File: src/rtl/oven_pkg.sv
// Shared key codes, entry-FSM states and BCD digit type for the oven keypad front end.
package oven_pkg;

  localparam logic [3:0] KEY_CLEAR = 4'hA;
  localparam logic [3:0] KEY_START = 4'hB;

  typedef enum logic [1:0] {
    ENTRY = 2'd0,
    OFFER = 2'd1,
    RUN   = 2'd2
  } state_e;

  typedef logic [3:0] bcd_digit_t;

  function automatic logic is_digit(input logic [3:0] code);
    return (code <= 4'd9);
  endfunction

endpackage

File: src/rtl/key_event_detect.sv
// Converts the qualified key level into a single-cycle event per press and
// passes the key code through for sampling in that same cycle.
module key_event_detect
  import oven_pkg::*;
(
  input  logic       clk,
  input  logic       rst_n,
  input  logic       i_key_valid,
  input  logic [3:0] i_key_code,
  output logic       o_event,
  output logic [3:0] o_code
);

  logic r_key_valid_q;

  always_ff @(posedge clk or negedge rst_n) begin
    if (!rst_n) begin
      r_key_valid_q <= 1'b0;
    end else begin
      r_key_valid_q <= i_key_valid;
    end
  end

  assign o_event = i_key_valid & ~r_key_valid_q;
  assign o_code  = i_key_code;

endmodule

File: src/rtl/keypad_time_entry.sv
// Keypad MM:SS entry buffer with START validation, valid/ready hand-off of the
// cook time to the countdown timer, and entry lockout while the oven runs.
module keypad_time_entry
  import oven_pkg::*;
#(
  parameter int NUM_DIGITS   = 4,
  parameter int MAX_SEC_TENS = 5
) (
  input  logic                    clk,
  input  logic                    rst_n,
  input  logic                    key_valid,
  input  logic [3:0]              key_code,
  input  logic                    time_ready,
  input  logic                    oven_done,
  output logic [4*NUM_DIGITS-1:0] disp_bcd,
  output logic [2:0]              digit_count,
  output logic                    time_valid,
  output logic [4*NUM_DIGITS-1:0] time_bcd,
  output logic                    entry_error,
  output logic                    cancel,
  output logic                    running
);

  localparam int         BUF_W        = 4 * NUM_DIGITS;
  localparam logic [2:0] CNT_MAX      = 3'(NUM_DIGITS);
  localparam logic [3:0] SEC_TENS_MAX = 4'(MAX_SEC_TENS);

  logic             w_event;
  logic [3:0]       w_code;

  state_e           r_state;
  logic [BUF_W-1:0] r_buf;
  logic [2:0]       r_count;
  logic [BUF_W-1:0] r_time_bcd;
  logic             r_time_valid;
  logic             r_entry_error;
  logic             r_cancel;

  state_e           w_nxt_state;
  logic [BUF_W-1:0] w_nxt_buf;
  logic [2:0]       w_nxt_count;
  logic [BUF_W-1:0] w_nxt_time_bcd;
  logic             w_nxt_time_valid;
  logic             w_nxt_entry_error;
  logic             w_nxt_cancel;
  logic [BUF_W-1:0] w_disp;

  key_event_detect u_key_event_detect (
    .clk         (clk),
    .rst_n       (rst_n),
    .i_key_valid (key_valid),
    .i_key_code  (key_code),
    .o_event     (w_event),
    .o_code      (w_code)
  );

  always_ff @(posedge clk or negedge rst_n) begin
    if (!rst_n) begin
      r_state       <= ENTRY;
      r_buf         <= '0;
      r_count       <= '0;
      r_time_bcd    <= '0;
      r_time_valid  <= 1'b0;
      r_entry_error <= 1'b0;
      r_cancel      <= 1'b0;
    end else begin
      r_state       <= w_nxt_state;
      r_buf         <= w_nxt_buf;
      r_count       <= w_nxt_count;
      r_time_bcd    <= w_nxt_time_bcd;
      r_time_valid  <= w_nxt_time_valid;
      r_entry_error <= w_nxt_entry_error;
      r_cancel      <= w_nxt_cancel;
    end
  end

  always_comb begin
    w_nxt_state       = r_state;
    w_nxt_buf         = r_buf;
    w_nxt_count       = r_count;
    w_nxt_time_bcd    = r_time_bcd;
    w_nxt_time_valid  = r_time_valid;
    w_nxt_entry_error = 1'b0;
    w_nxt_cancel      = 1'b0;

    case (r_state)
      ENTRY: begin
        if (w_event) begin
          if (is_digit(w_code)) begin
            if (r_count < CNT_MAX) begin
              w_nxt_buf   = {r_buf[BUF_W-5:0], w_code};
              w_nxt_count = r_count + 3'd1;
            end
          end else if (w_code == KEY_CLEAR) begin
            w_nxt_buf   = '0;
            w_nxt_count = '0;
          end else if ((w_code == KEY_START) && (r_count != 3'd0)) begin
            // Digit 1 is seconds-tens; anything above the limit is not a valid time.
            if (r_buf[7:4] > SEC_TENS_MAX) begin
              w_nxt_entry_error = 1'b1;
            end else begin
              w_nxt_time_bcd   = r_buf;
              w_nxt_time_valid = 1'b1;
              w_nxt_state      = OFFER;
            end
          end
        end
      end

      OFFER: begin
        // An accepted transfer takes priority over a CLEAR in the same cycle.
        if (time_ready) begin
          w_nxt_time_valid = 1'b0;
          w_nxt_buf        = '0;
          w_nxt_count      = '0;
          w_nxt_state      = RUN;
        end else if (w_event && (w_code == KEY_CLEAR)) begin
          w_nxt_time_valid = 1'b0;
          w_nxt_buf        = '0;
          w_nxt_count      = '0;
          w_nxt_state      = ENTRY;
        end
      end

      RUN: begin
        if (oven_done) begin
          w_nxt_state = ENTRY;
        end else if (w_event && (w_code == KEY_CLEAR)) begin
          w_nxt_cancel = 1'b1;
        end
      end

      default: begin
        w_nxt_state = ENTRY;
      end
    endcase
  end

  always_comb begin
    w_disp = '0;
    case (r_state)
      ENTRY:   w_disp = r_buf;
      OFFER:   w_disp = r_time_bcd;
      default: w_disp = '0;
    endcase
  end

  assign disp_bcd    = w_disp;
  assign digit_count = r_count;
  assign time_valid  = r_time_valid;
  assign time_bcd    = r_time_bcd;
  assign entry_error = r_entry_error;
  assign cancel      = r_cancel;
  assign running     = (r_state == RUN);

endmodule

File: config.mk
export PLATFORM = sky130hd
export DESIGN_NAME = keypad_time_entry
export DESIGN_NICKNAME = d
export VERILOG_FILES = /design/src/rtl/oven_pkg.sv /design/src/rtl/key_event_detect.sv /design/src/rtl/keypad_time_entry.sv
export SDC_FILE = /design/constraint.sdc
export NUM_CORES = 1
export LEC_CHECK = 0
export CAP_MARGIN = 10
export CORE_MARGIN = 4
export CORE_UTILIZATION = 46
export CTS_BUF_LIST = sky130_fd_sc_hd__clkbuf_2 sky130_fd_sc_hd__clkbuf_4 sky130_fd_sc_hd__clkbuf_8
export CTS_CLUSTER_SIZE = 24
export DETAILED_ROUTE_END_ITERATION = 8
export HOLD_SLACK_MARGIN = 0.08
export PLACE_DENSITY = 0.78
export SLEW_MARGIN = 25
export SYNTH_ARGS = -nofsm -noshare
export SYNTH_HDL_FRONTEND = slang
export SYNTH_SLANG_ARGS = --single-unit
export TNS_END_PERCENT = 10
File: constraint.sdc
create_clock -name clk -period 1.78 [get_ports clk]
set_input_delay 0.445 -clock clk [delete_from_list [all_inputs] [get_ports clk]]
set_output_delay 0.445 -clock clk [all_outputs]
set_load 0.03 [all_outputs]
==> run metrics <==
CTS root buf=clkbuf_8; Avg Cell Area, Syn=roughly 13 µm²; Crit. End Element=output port; data required time of the worst path=between 1000 and 1500 ps; DRC viols=0; Leak=1.44 nW; DP Wirelength=between 3000 and 4000 µm; Clock Latency Late Sink=300 ps; CP bufs+invs=2; Via density=around 5.4; Die Wd=between 70 and 80 µm; total CTS buffers=5; worst vdd ir=0.650 mV; post-route setup slack=-66.5 ps; WL per Instance=about 17 µm; DP Worst Slack=-535 ps; violated checks=negative setup slack; DR iter-0 viols=90; I/O Buffers=47; share of the yosys chip area belonging to registers=between 50% and 60%; mapped cell area=slightly below 2000 µm²; Final #Nets=237; Routed WL=4680 µm; fill cell count=slightly above 300; Top delay family on crit path=flip-flops; Total Routing Usage GR=roughly a fifth; global-route wire length before repair=between 7000 and 8000 µm; Distinct cells, synth=30; vias in the first global route=about 1600; CP arrival=between 1000 and 1500 ps; DIE HEIGHT=between 70 and 80 µm; Worst Setup Path Type=register to output port; Routed Antenna Nets=0; I/O pin cnt=48; fin crit period=between 1500 and 2000 ps; outcome=finished with violations; CTS tree=done; CP peak stage delay=480 ps; Final Max Tran Viols=0; Slew HR=between 60% and 70%; worst hold path type=input port to async pin; layout cells sized above 1=37.2%; endpoints failing setup=16; RSZ-0062 raised after global routing=true; cts hold-fix bufs=0; period utilization=104%; Syn Inst Count=roughly 150; clock skew=6.82 ps; Slowest cell on crit path=dfrtp_2; FP Rows=23; FF+latch count, synth=about 40; max-cap violations=0; antenna violations before repair=0; Clock Sinks=a little over 40; worst-path cell chain=buf_12, mux2i_2, nor2_1, buf_4; Yosys warnings=0; Highest Clock Rate=roughly 540 MHz; Slew @ Worst Pin=around 490 ps; GPL Wtd Cong=0.843; DIE AREA=about 5300 µm²; Congestion Overflow GR=0; number of hold violations in the final report=0; critical path peak fanout=8; Pre-Repair DR Iteration Count=4; ANT cells=0; Startpoint Class=register; Fin Hold WS=a little over 100 ps; CTS Buffer Depth=2; Mapped Nets=around 160; CTS clk-pin slew, worst paths=80 ps; largest net degree at the start of global routing=23; H-tree depth=2; via count=around 1500; Initial Utilization=47.9%; pwr/cell area=between 1000 and 1500 nW/µm²; total core area=roughly 4000 µm²; area delta synth->final=43.7%
==> registers in the layout (all words and copies together) (netlist names) <==
register                          count
digit_count                           3
time_bcd                             16
u_key_event_detect.r_key_valid_q      1
cancel                                1
r_state                               2
r_buf                                16
time_valid                            1
entry_error                           1
==> final timing paths <==
| kind | start | end | slack [ps] | cells past startpoint |
|---|---|---|---|---|
| min reg2reg | time_valid | time_valid | 530 | 1 |
| min | rst_n | r_buf[14] | 100 | 1 |
| max reg2reg | digit_count[1] | time_bcd[5] | 20 | 7 |
| min in group clk | key_valid | u_key_event_detect.r_key_valid_q | 420 | 1 |
| max in group asynchronous | rst_n | time_bcd[5] | 1140 | 2 |
| max | r_state[0] | disp_bcd[0] | -70 | 4 |
==> cell usage after synthesis <==
| cell type | n | area (µm²) |
|---|---|---|
| nor2_1 | 18 | 67.6 |
| mux2_4 | 7 | 105 |
| nand4bb_1 | 1 | 11.3 |
| nand3_1 | 2 | 10.0 |
| and3_1 | 1 | 6.26 |
| nand2_1 | 2 | 7.51 |
| o21ai_0 | 3 | 15.0 |
| clkbuf_1 | 2 | 7.51 |
| nor4_1 | 2 | 12.5 |
| nor2b_1 | 3 | 18.8 |
| dfrtp_1 | 41 | 1030 |
| a21oi_1 | 1 | 5.00 |
| or2b_1 | 1 | 7.51 |
| mux2_2 | 9 | 101 |
| nor4_4 | 1 | 21.3 |
| inv_1 | 6 | 22.5 |
| a21o_1 | 3 | 22.5 |
| o211ai_1 | 1 | 7.51 |
| a2bb2oi_2 | 1 | 15.0 |
| nand4b_2 | 2 | 30.0 |
| a22o_1 | 17 | 149 |
| buf_6 | 1 | 11.3 |
| nor3_1 | 1 | 5.00 |
| nor3b_1 | 1 | 7.51 |
| ha_1 | 2 | 25.0 |
| mux2i_1 | 16 | 160 |
| nor2b_2 | 1 | 8.76 |
| buf_2 | 4 | 20.0 |
| nand2b_1 | 2 | 12.5 |
| nand4b_1 | 1 | 8.76 |
==> area by class of cell <==
cell class	count	area [µm²]	area share (%)
Clock inverter	2	35.0	1.26
Clock buffer	5	68.8	2.48
Tap cell	50	62.6	2.26
Sequential cell	41	1030	37.2
Timing Repair Buffer	73	667	24.1
Inverter	6	22.5	0.813
Multi-Input combinational cell	99	885	31.9
==> placed cells by master (no fill, tap or decap), types with 2 or more instances in the layout <==
master            n
clkdlybuf4s50_1   3
buf_12            3
mux2i_2           2
o21ai_0           2
mux2_4            7
dfrtp_1          38
nand2_1           2
dlygate4sd2_1    25
nand3_1           2
buf_4            37
a21o_1            3
mux2i_1          14
nor4_1            2
clkbuf_8          5
a22o_1           17
mux2_2            9
nand2b_1          2
inv_1             3
nor2b_1           3
inv_2             3
nor2_1           17
dfrtp_2           3
==> report_power, final <==
group | total [mW] | switching [mW] | internal [mW]
clock | 0.724 | 0.316 | 0.408
sequential | 1.28 | 0.175 | 1.10
combinational | 1.19 | 0.678 | 0.515
total | 3.20 | 1.17 | 2.03
==> stage by stage <==
| step | std cells | TNS [ps] | util [%] | instance area, µm² | power (mW) |
|---|---|---|---|---|---|
| 6_report | 276 | -708 | 68.8 | 2770 | 3.20 |
| 5_1_grt | 276 | -2850 | 68.8 | 2770 | 3.37 |
| 4_1_cts | 275 | -191 | 67.9 | 2740 | 3.21 |
| 3_5_place_dp | 265 | -17030 | 64.2 | 2590 | 2.53 |
| 3_3_place_gp | 265 | -16100 | 64.2 | 2590 | 2.47 |
| 2_1_floorplan | 153 | -1400 | - | 1950 | 2.00 |
==> metal layers <==
metal,up-vias,global-route usage [%],part of all wire [%]
li1,695,-,-
met1,733,23.4,41
met2,44,34.0,52
met3,9,3.72,4.8
met4,0,6.76,1.5
met5,-,0,0
==> cells by family (layout without fill, tap and decap cells) <==
group,after synthesis,after routing,share of synthesized area [%]
multiplexers,32,32,19.0
flip-flops,41,41,53.2
buffers and inverters,13,86,3.18
AND/OR/NAND/NOR,39,39,12.2
adder cells (fa/ha/maj),2,2,1.30
AO/OA/AOI/OAI,26,26,11.1
==> timing repair <==
action,in CTS,in global routing
setup buffers,2,0
gates cloned,1,1
pin swaps,1,3
endpoints found under the setup margin,71,51
gates resized for setup,33,6
(Power assumes the default switching activity.)
